===== src/rtl/gate_exerciser_if.sv =====
// Purpose: bundles the handshake and gate-block stimulus/response signals of
//          gate_exerciser.
// Ports (signals):
//   start     : begin a run (environment -> exerciser)
//   a, b      : operands driven into the gate block (exerciser -> gate)
//   res[5:0]  : gate outputs {c,d,e,f,g,h} (gate -> exerciser)
//   busy      : run in progress
//   done      : one-cycle completion pulse
//   pass      : verdict of the last run
//   err_count : failing-vector count of the last run, saturating
//   fail_vec  : {a,b} of the first failing vector
// Modports: master = exerciser side, slave = environment/gate side.
interface gate_exerciser_if #(
    parameter int unsigned ERR_W = 3
);
    logic             start;
    logic             a;
    logic             b;
    logic [5:0]       res;
    logic             busy;
    logic             done;
    logic             pass;
    logic [ERR_W-1:0] err_count;
    logic [1:0]       fail_vec;

    modport master (
        input  start, res,
        output a, b, busy, done, pass, err_count, fail_vec
    );

    modport slave (
        output start, res,
        input  a, b, busy, done, pass, err_count, fail_vec
    );
endinterface


===== src/rtl/gate_exerciser.sv =====
// Purpose: bring-up checker for the 2-input basic-gate block. On start it walks
//          {a,b} through 00,01,10,11, holds each vector SETTLE_CYCLES cycles,
//          then compares the six gate outputs against the golden truth table.
// Ports:
//   clk  : rising-edge clock
//   rst  : synchronous active-high reset
//   bus  : gate_exerciser_if.master (start, res in; a, b, busy, done, pass,
//          err_count, fail_vec out, all outputs registered)
module gate_exerciser #(
    parameter int unsigned SETTLE_CYCLES = 1,
    parameter logic [5:0]  CHECK_MASK    = 6'b111111,
    parameter int unsigned ERR_W         = 3
) (
    input  logic             clk,
    input  logic             rst,
    gate_exerciser_if.master bus
);
    localparam int unsigned      CNT_W    = $clog2(SETTLE_CYCLES + 1);
    localparam logic [CNT_W-1:0] CNT_LOAD = CNT_W'(SETTLE_CYCLES);
    localparam logic [ERR_W-1:0] ERR_MAX  = {ERR_W{1'b1}};

    typedef enum logic [1:0] {
        IDLE   = 2'd0,
        SETTLE = 2'd1,
        CHECK  = 2'd2,
        DONE   = 2'd3
    } state_e;

    state_e           state_q, state_d;
    logic [CNT_W-1:0] cnt_q, cnt_d;
    logic [1:0]       vec_q, vec_d;
    logic             a_q, a_d;
    logic             b_q, b_d;
    logic             busy_q, busy_d;
    logic             done_q, done_d;
    logic             pass_q, pass_d;
    logic [ERR_W-1:0] err_count_q, err_count_d;
    logic [1:0]       fail_vec_q, fail_vec_d;

    logic [5:0]       golden_c;
    logic             mismatch_c;

    // Golden truth table for the operands currently driven: {c,d,e,f,g,h}
    always_comb begin
        golden_c   = {a_q & b_q, a_q | b_q, a_q ^ b_q, ~a_q, ~(a_q & b_q), ~(a_q ^ b_q)};
        mismatch_c = |((bus.res ^ golden_c) & CHECK_MASK);
    end

    // Next-state and registered-output logic
    always_comb begin
        state_d     = state_q;
        cnt_d       = cnt_q;
        vec_d       = vec_q;
        a_d         = a_q;
        b_d         = b_q;
        busy_d      = busy_q;
        done_d      = 1'b0;
        pass_d      = pass_q;
        err_count_d = err_count_q;
        fail_vec_d  = fail_vec_q;

        unique case (state_q)
            IDLE: begin
                if (bus.start) begin
                    vec_d       = 2'd0;
                    a_d         = 1'b0;
                    b_d         = 1'b0;
                    err_count_d = '0;
                    fail_vec_d  = 2'd0;
                    pass_d      = 1'b0;
                    busy_d      = 1'b1;
                    cnt_d       = CNT_LOAD;
                    state_d     = SETTLE;
                end
            end
            SETTLE: begin
                cnt_d = cnt_q - CNT_W'(1);
                if (cnt_q == CNT_W'(1)) begin
                    state_d = CHECK;
                end
            end
            CHECK: begin
                if (mismatch_c) begin
                    if (err_count_q != ERR_MAX) begin
                        err_count_d = err_count_q + ERR_W'(1);
                    end
                    // An empty count means this is the run's first failure
                    if (err_count_q == '0) begin
                        fail_vec_d = vec_q;
                    end
                end
                if (vec_q == 2'd3) begin
                    // Verdict and done are registered on entry to DONE
                    busy_d  = 1'b0;
                    done_d  = 1'b1;
                    pass_d  = (err_count_d == '0);
                    state_d = DONE;
                end else begin
                    vec_d      = vec_q + 2'd1;
                    {a_d, b_d} = vec_d;
                    cnt_d      = CNT_LOAD;
                    state_d    = SETTLE;
                end
            end
            DONE: begin
                state_d = IDLE;
            end
            default: begin
                state_d = IDLE;
            end
        endcase
    end

    // State and output registers
    always_ff @(posedge clk) begin
        if (rst) begin
            state_q     <= IDLE;
            cnt_q       <= '0;
            vec_q       <= 2'd0;
            a_q         <= 1'b0;
            b_q         <= 1'b0;
            busy_q      <= 1'b0;
            done_q      <= 1'b0;
            pass_q      <= 1'b0;
            err_count_q <= '0;
            fail_vec_q  <= 2'd0;
        end else begin
            state_q     <= state_d;
            cnt_q       <= cnt_d;
            vec_q       <= vec_d;
            a_q         <= a_d;
            b_q         <= b_d;
            busy_q      <= busy_d;
            done_q      <= done_d;
            pass_q      <= pass_d;
            err_count_q <= err_count_d;
            fail_vec_q  <= fail_vec_d;
        end
    end

    assign bus.a         = a_q;
    assign bus.b         = b_q;
    assign bus.busy      = busy_q;
    assign bus.done      = done_q;
    assign bus.pass      = pass_q;
    assign bus.err_count = err_count_q;
    assign bus.fail_vec  = fail_vec_q;
endmodule


===== src/flat_wrapper.sv =====
// flat-port wrapper written by rule: the top's interface ports become plain ports
module gate_exerciser_flat 
#(
    parameter int unsigned SETTLE_CYCLES = 1,
    parameter logic [5:0]  CHECK_MASK    = 6'b111111,
    parameter int unsigned ERR_W         = 3
)
  (clk, rst, bus_start, bus_res, bus_a, bus_b, bus_busy, bus_done, bus_pass, bus_err_count, bus_fail_vec);
  gate_exerciser_if #(.ERR_W(ERR_W)) bus_i ();
  input  logic clk;
  input  logic rst;
  input wire logic [$bits(bus_i.start)-1:0] bus_start;
  input wire logic [$bits(bus_i.res)-1:0] bus_res;
  output wire logic [$bits(bus_i.a)-1:0] bus_a;
  output wire logic [$bits(bus_i.b)-1:0] bus_b;
  output wire logic [$bits(bus_i.busy)-1:0] bus_busy;
  output wire logic [$bits(bus_i.done)-1:0] bus_done;
  output wire logic [$bits(bus_i.pass)-1:0] bus_pass;
  output wire logic [$bits(bus_i.err_count)-1:0] bus_err_count;
  output wire logic [$bits(bus_i.fail_vec)-1:0] bus_fail_vec;
  assign bus_i.start = bus_start;
  assign bus_i.res = bus_res;
  assign bus_a = bus_i.a;
  assign bus_b = bus_i.b;
  assign bus_busy = bus_i.busy;
  assign bus_done = bus_i.done;
  assign bus_pass = bus_i.pass;
  assign bus_err_count = bus_i.err_count;
  assign bus_fail_vec = bus_i.fail_vec;
  gate_exerciser #(.SETTLE_CYCLES(SETTLE_CYCLES), .CHECK_MASK(CHECK_MASK), .ERR_W(ERR_W)) u_core (.clk(clk), .rst(rst), .bus(bus_i));
endmodule

===== config.mk =====
export PLATFORM = sky130hd
export DESIGN_NAME = gate_exerciser_flat
export DESIGN_NICKNAME = d
export VERILOG_FILES = /design/src/rtl/gate_exerciser_if.sv /design/src/rtl/gate_exerciser.sv /design/src/flat_wrapper.sv
export SDC_FILE = /design/constraint.sdc
export NUM_CORES = 1
export LEC_CHECK = 0
export CORE_MARGIN = 4
export CORE_UTILIZATION = 51
export DETAILED_ROUTE_END_ITERATION = 10
export PLACE_DENSITY_LB_ADDON = 0.05
export RECOVER_POWER = 50
export SKIP_LAST_GASP = 1
export SYNTH_ARGS = -nofsm -noshare
export SYNTH_HDL_FRONTEND = slang
export SYNTH_SLANG_ARGS = --single-unit

===== constraint.sdc =====
create_clock -name clk -period 4.5 [get_ports clk]
set_input_delay 0.45 -clock clk [delete_from_list [all_inputs] [get_ports clk]]
set_output_delay 0.45 -clock clk [all_outputs]
set_load 0.02 [all_outputs]

==> results of run 1 <==
-- placed cells by master (no fill, tap or decap), types with 2 or more instances in the layout --
cell type / instances
a211oi_1: 2
a21oi_1: 5
a31oi_1: 2
clkbuf_4: 3
clkdlybuf4s50_1: 14
dfxtp_1: 13
dlygate4sd3_1: 4
ha_1: 4
inv_1: 8
mux2i_1: 3
nand2_1: 7
nand2b_1: 2
nor2_1: 8
nor3_1: 4
nor3b_1: 2
o21ai_0: 5
o21ai_2: 2
or3_1: 2
xnor2_1: 2
xor2_1: 5
-- routing by layer --
metal	vias up	track usage
li1	358	-
met1	299	0.2306
met2	16	0.2629
met3	2	0.03065
met4	0	0.07182
met5	-	0
-- worst max-delay path: stages, from the launching register on --
cell     delay (ps)
dfxtp_1         470
ha_1            410
xor2_1          250
nand4_2         170
o21ai_2         200
mux2_1          340
-- flip-flops by register name, summed over array words and instances (netlist names) --
signal	cells
u_core.bus.pass	1
u_core.bus.busy	1
u_core.bus.err_count	3
u_core.cnt_q	1
u_core.bus.fail_vec	2
u_core.state_q	2
u_core.vec_q	2
u_core.bus.done	1
-- worst max path at each step --
stage                                      endpoint  slack (ps)  cells after the start
2_1_floorplan  u_core.bus.err_count[0]$_SDFFE_PP0P_        2620                      6
3_3_place_gp   u_core.bus.err_count[0]$_SDFFE_PP0P_        2580                      5
3_5_place_dp   u_core.bus.err_count[0]$_SDFFE_PP0P_        2530                      5
4_1_cts        u_core.bus.err_count[0]$_SDFFE_PP0P_        2530                      5
5_1_grt        u_core.bus.err_count[0]$_SDFFE_PP0P_        2350                      5
6_report       u_core.bus.err_count[0]$_SDFFE_PP0P_        2540                      5
-- cell families (layout without fill, tap and decap cells) --
kind of cell    Yosys count  count (layout)  synth area share
mux                       4               4           0.05323
simple gates             32              32            0.2226
buf+inv                  12              30           0.07096
flops                    13              13            0.3355
compound gates           21              21            0.1742
xor+xnor                  7               7           0.07903
fa+ha+maj                 4               4           0.06452
-- layout make-up --
| type | instances | share of cell area |
|---|---|---|
| multi-input combinational | 68 | 0.4712 |
| sequential | 13 | 0.2663 |
| timing repair buffer | 18 | 0.1844 |
| inverter | 8 | 0.03073 |
| clock buffer | 3 | 0.02305 |
| tap | 15 | 0.01921 |
| clock inverter | 1 | 0.005122 |
-- power by group through the flow --
stage | logic [W] | registers [W] | clock network, W
detailed placement | 0.0000361 | 0.000127 | 0
floorplan | 0.0000234 | 0.000125 | 0
CTS | 0.0000362 | 0.000125 | 0.0000746
global route | 0.0000396 | 0.000126 | 0.0000803
global placement | 0.0000350 | 0.000127 | 0
finish | 0.0000362 | 0.000125 | 0.0000712
-- through the flow --
step,utilization,total power [W],hold WS [ps],worst slack [ps]
3_5_place_dp,0.6951,0.0001635,459.8,2526
2_1_floorplan,-,0.0001488,523.4,2620
6_report,0.7152,0.0002321,458.8,2542
5_1_grt,0.7152,0.0002455,505.7,2351
3_3_place_gp,0.6951,0.0001619,446.6,2584
4_1_cts,0.7152,0.0002355,468.9,2532
==> flow_summary.yaml, run 1 <==
synth:
  synth.yosys.seq_area_share: 0.3355
  syn_nets: 106
  ys_warn_count: 0
  synth_area_leaders: "dfxtp_1 (34%), ha_1 (6.5%), xor2_1 (5.6%)"
  synth_edf_count: 0
  ys_seq_elements: 13
  synthArstFlopShare: 0
  yosys.area.top_type: "dfxtp_1"
  synthCells: 93
  netlist_area_um2: 775.7
  synth_area_per_cell_um2: 8.341
  synth_top_cell_area_share: 0.3355
  ys_types: 33
  ys_top_cells_by_count: "dfxtp_1 (13), inv_1 (8), nor2_1 (8)"
  ys.flop_type: "dfxtp_1"
  synth_most_common_cell: "dfxtp_1"
cts:
  root_buffer: "clkbuf_4"
  post_cts_resized: 0
  htreeDepth: 1
  clk_pin_slew_ps: 90
  tritoncts: "done"
  postCtsSetupRepairBufs: 0
  clock_path_buffers: 2
  postCtsHoldBufs: 0
  clk_latency_ps: 280
  cts_sinks: 13
  cts-buffers-inserted: 3
final_layout:
  seq_area_um2: 260.3
  final_cells: 126
  nets: 125
  area_growth_syn_to_layout_pct: 25.97
  final_layout_size_suffix_gt1_frac: 0.06306
  fillerInstances: 123
  multi_input_area_um2: 460.4
  antennaDiodeCount: 0
  finalInstanceArea_um2: 977.2
min_path:
  min_to: "u_core.bus.fail_vec[0]$_SDFFE_PP0P_"
  min_path_type: "flip-flop to flip-flop"
  hold_path_depth: 2
  worstHoldStart: "u_core.bus.fail_vec[0]$_SDFFE_PP0P_"
worst_setup_path:
  cp-start-kind: "flip-flop"
  cp-end-kind: "flip-flop"
  path_class: "flip-flop to flip-flop"
  cp.arrival_ps: 2110
  worstPathRequired_ps: 4660
  reg2reg_to: "u_core.bus.err_count[0]$_SDFFE_PP0P_"
  reg2reg_depth: 5
  crit_fanout: 9
  crit_start: "u_core.vec_q[1]$_SDFFE_PP0P_"
  reg2reg_slack_ps: 2540
  r2r_start: "u_core.vec_q[1]$_SDFFE_PP0P_"
timing:
  setup_tns_ps: 0
  final_max_slew_viol_count: 0
  hold_viol: 0
  rsz0062_at_grt: "no"
  fmax_mhz: 510.8
  tightest_slew_ps: 462.1
  skew_ps: 10.44
  relSlewSlack: 0.6909
  finalSetupViolations: 0
  fin_crit_ps: 1958
  fin_crit_sh: 0.4350
power:
  switching_share: 0.2651
  p_int_w: 0.0001706
  p_sw_w: 0.00006153
  p_clk_frac: 0.307
  power_density_nw_per_um2: 237.5
  power.leakage_nw: 0.3957
  combPwrFrac: 0.156
  ir_drop_v: 0.0001435
  power_frac_seq: 0.537
grt:
  gr-total-overflow: 0
  grt_util_all_layers: 0.1699
  grt_pass1_vias: 655
  antenna_found_initial: 0
  grt_pass1_wl_um: 2732
  grt_max_degree: 14
floorplan:
  die_w_um: 47
  dieHeight_um: 47
  row_count: 13
  die_area_um2: 2209
  initial_utilization: 0.5678
  core_area_um2: 1366
  io_pins: 19
placed_design:
  portBuffers: 18
  dp_hpwl_um: 1276
  place_congestion: 0.7476
  placed_area_um2: 949.7
  placed_cells: 122
route:
  postRouteAntennaNets: 0
  wl_met3_um: 65
  dr_total_vias: 675
  drt_iter0_markers: 15
  highest_layer: "met4"
  drt_first_pass_iters: 4
  drt-met1-wl_um: 815
  route.detailed.drc: 0
  drt-total-wl_um: 1629
  wl_met2_um: 735
  routedWlPerCell_um: 12.93
  viasPerCell: 5.357
status:
  outcome: "finished clean"
job:
  maxCapViolCount: 0
Power figures use the tool's default switching activity.
==> inputs of run 2 (changes only) <==
--- a/config.mk
+++ b/config.mk
@@ -6,7 +6,7 @@
 export NUM_CORES = 1
 export LEC_CHECK = 0
 export CORE_MARGIN = 4
-export CORE_UTILIZATION = 51
+export CORE_UTILIZATION = 42
 export DETAILED_ROUTE_END_ITERATION = 10
 export PLACE_DENSITY_LB_ADDON = 0.05
 export RECOVER_POWER = 50
==> constraint.sdc (replaced) <==
create_clock -name clk -period 1.64 [get_ports clk]
set_input_delay 0.164 -clock clk [delete_from_list [all_inputs] [get_ports clk]]
set_output_delay 0.164 -clock clk [all_outputs]
set_load 0.02 [all_outputs]
==> flow_summary.yaml, run 2 (synthesized netlist as in run 1, its figures left out) <==
min_path:
  min_path_type: "flip-flop to flip-flop"
  worstHoldStart: "u_core.bus.fail_vec[1]$_SDFFE_PP0P_"
  min_to: "u_core.bus.fail_vec[1]$_SDFFE_PP0P_"
  hold_path_depth: 2
timing:
  fin_crit_ps: 1582
  final.setup.worst_slack_ps: 58.05
  hold_viol: 0
  relSlewSlack: 0.7585
  skew_ps: 3.725
  tightest_slew_ps: 361.4
  rsz0062_at_grt: "yes"
  fin_crit_sh: 0.9646
  final_max_slew_viol_count: 0
  finalSetupViolations: 0
  fmax_mhz: 632.1
grt:
  antenna_found_initial: 0
  grt_util_met2: 0.1996
  grt_pass1_vias: 646
  gr-total-overflow: 0
  gr-max-usage-layer: "met1"
  grt_max_degree: 14
  grtUsageMet1: 0.2086
  grt_pass1_wl_um: 2898
  grt_util_all_layers: 0.1492
  use_met3: 0.03790
final_layout:
  final_layout_size_suffix_gt1_frac: 0.2269
  final_cell_mix: "clkdlybuf4s50_1 (18), dfxtp_1 (11), nor2_1 (8), buf_4 (8)"
  fin_util: 0.6437
  antennaDiodeCount: 0
  area_growth_syn_to_layout_pct: 44.84
  largest_reg_flops: 3
  layout_commonest_cell: "clkdlybuf4s50_1"
  nets: 133
  final_cells: 144
placed_design:
  dp_hpwl_um: 1217
  placed_cells: 135
  dp_slack_ps: -9.926
  portBuffers: 18
  place_congestion: 0.7716
power:
  finalPower_w: 0.0006521
  ir_drop_v: 0.0003686
  power.leakage_nw: 0.4335
  power_density_nw_per_um2: 580.4
route:
  drt-total-wl_um: 1631
  route.detailed.drc: 0
  drt_iter0_markers: 7
  routedWlPerCell_um: 11.33
  dr_total_vias: 695
  viasPerCell: 4.826
  drt_first_pass_iters: 3
  postRouteAntennaNets: 0
worst_setup_path:
  reg2reg_slack_ps: 60
  path_class: "flip-flop to flip-flop"
  worstPathRequired_ps: 1810
  cp-end-kind: "flip-flop"
  reg2reg_to: "u_core.bus.err_count[0]$_SDFFE_PP0P_"
  crit_fanout: 5
  r2r_start: "u_core.vec_q[1]$_SDFFE_PP0P_"
  cp.arrival_ps: 1750
  cp-start-kind: "flip-flop"
  reg2reg_depth: 6
floorplan:
  initial_utilization: 0.4444
  die_area_um2: 2598
  die_w_um: 50.98
  core_area_um2: 1745
  dieHeight_um: 50.98
  io_pins: 19
  row_count: 15
cts:
  root_buffer: "clkbuf_4"
  clock_path_buffers: 2
  clk_pin_slew_ps: 80
  cts-buffers-inserted: 3
  cts_sinks: 13
  clk_latency_ps: 270
  tritoncts: "done"
  htreeDepth: 1
status:
  outcome: "finished clean"
job:
  maxCapViolCount: 0
## run 2: worst max-delay path by stage
stage | slack (ps) | cells after the start | startpoint | end
final | 60 | 6 | u_core.vec_q[1]$_SDFFE_PP0P_ | u_core.bus.err_count[0]$_SDFFE_PP0P_
after global routing | -40 | 6 | u_core.vec_q[1]$_SDFFE_PP0P_ | u_core.bus.err_count[0]$_SDFFE_PP0P_
after floorplan | 20 | 6 | u_core.vec_q[0]$_SDFFE_PP0P_ | u_core.bus.err_count[0]$_SDFFE_PP0P_
after detailed placement | -10 | 6 | u_core.vec_q[1]$_SDFFE_PP0P_ | u_core.bus.err_count[0]$_SDFFE_PP0P_
after global placement | 3 | 6 | u_core.vec_q[1]$_SDFFE_PP0P_ | u_core.bus.err_count[0]$_SDFFE_PP0P_
after CTS | 10 | 6 | u_core.vec_q[0]$_SDFFE_PP0P_ | u_core.bus.err_count[0]$_SDFFE_PP0P_
## run 2: area by class of cell
| class | instances | area, um^2 |
|---|---|---|
| Sequential cell | 13 | 267.8 |
| Fill cell | 161 | 621.8 |
| Multi-Input combinational cell | 68 | 525.5 |
| Timing Repair Buffer | 26 | 240.2 |
| Inverter | 8 | 32.53 |
| Clock buffer | 4 | 26.28 |
| Tap cell | 25 | 31.28 |
## run 2: routing by layer
layer  part of all wire  up-vias
li1                   -      370
met2               0.42       16
met5                  0        -
met3              0.059        4
met1               0.50      305
met4              0.023        0
## run 2: critical path, cell delays in order (launching register included)
cell     delay, ps
dfxtp_4        390
inv_4           40
ha_4           280
xor2_2         160
nand2_2        110
o21ai_2        190
mux2_4         310
## run 2: per-stage QoR
stage | hold slack (ps) | cell area [um^2] | setup TNS [ps]
3_3_place_gp | 456.2 | 1027 | 0
3_5_place_dp | 458.4 | 1027 | -9.926
5_1_grt | 525.1 | 1124 | -71.96
6_report | 468.8 | 1124 | 0
2_1_floorplan | 344.3 | 818.3 | 0
4_1_cts | 473.6 | 1069 | 0
## run 2: what timing repair did
item | in CTS | in global routing
pin swaps | 1 | 3
buffers inserted | 1 | 4
gates cloned | 0 | 0
endpoints found under the setup margin | 1 | 5
resized for setup | 1 | 8
hold buffers | 0 | 0
## run 2: power by group
group | total, W | leakage [nW] | switching (W) | internal (W)
clock | 0.000199 | 0.0150 | 0.000105 | 0.0000942
combinational | 0.000115 | 0.311 | 0.0000523 | 0.0000628
sequential | 0.000338 | 0.107 | 0.0000153 | 0.000322
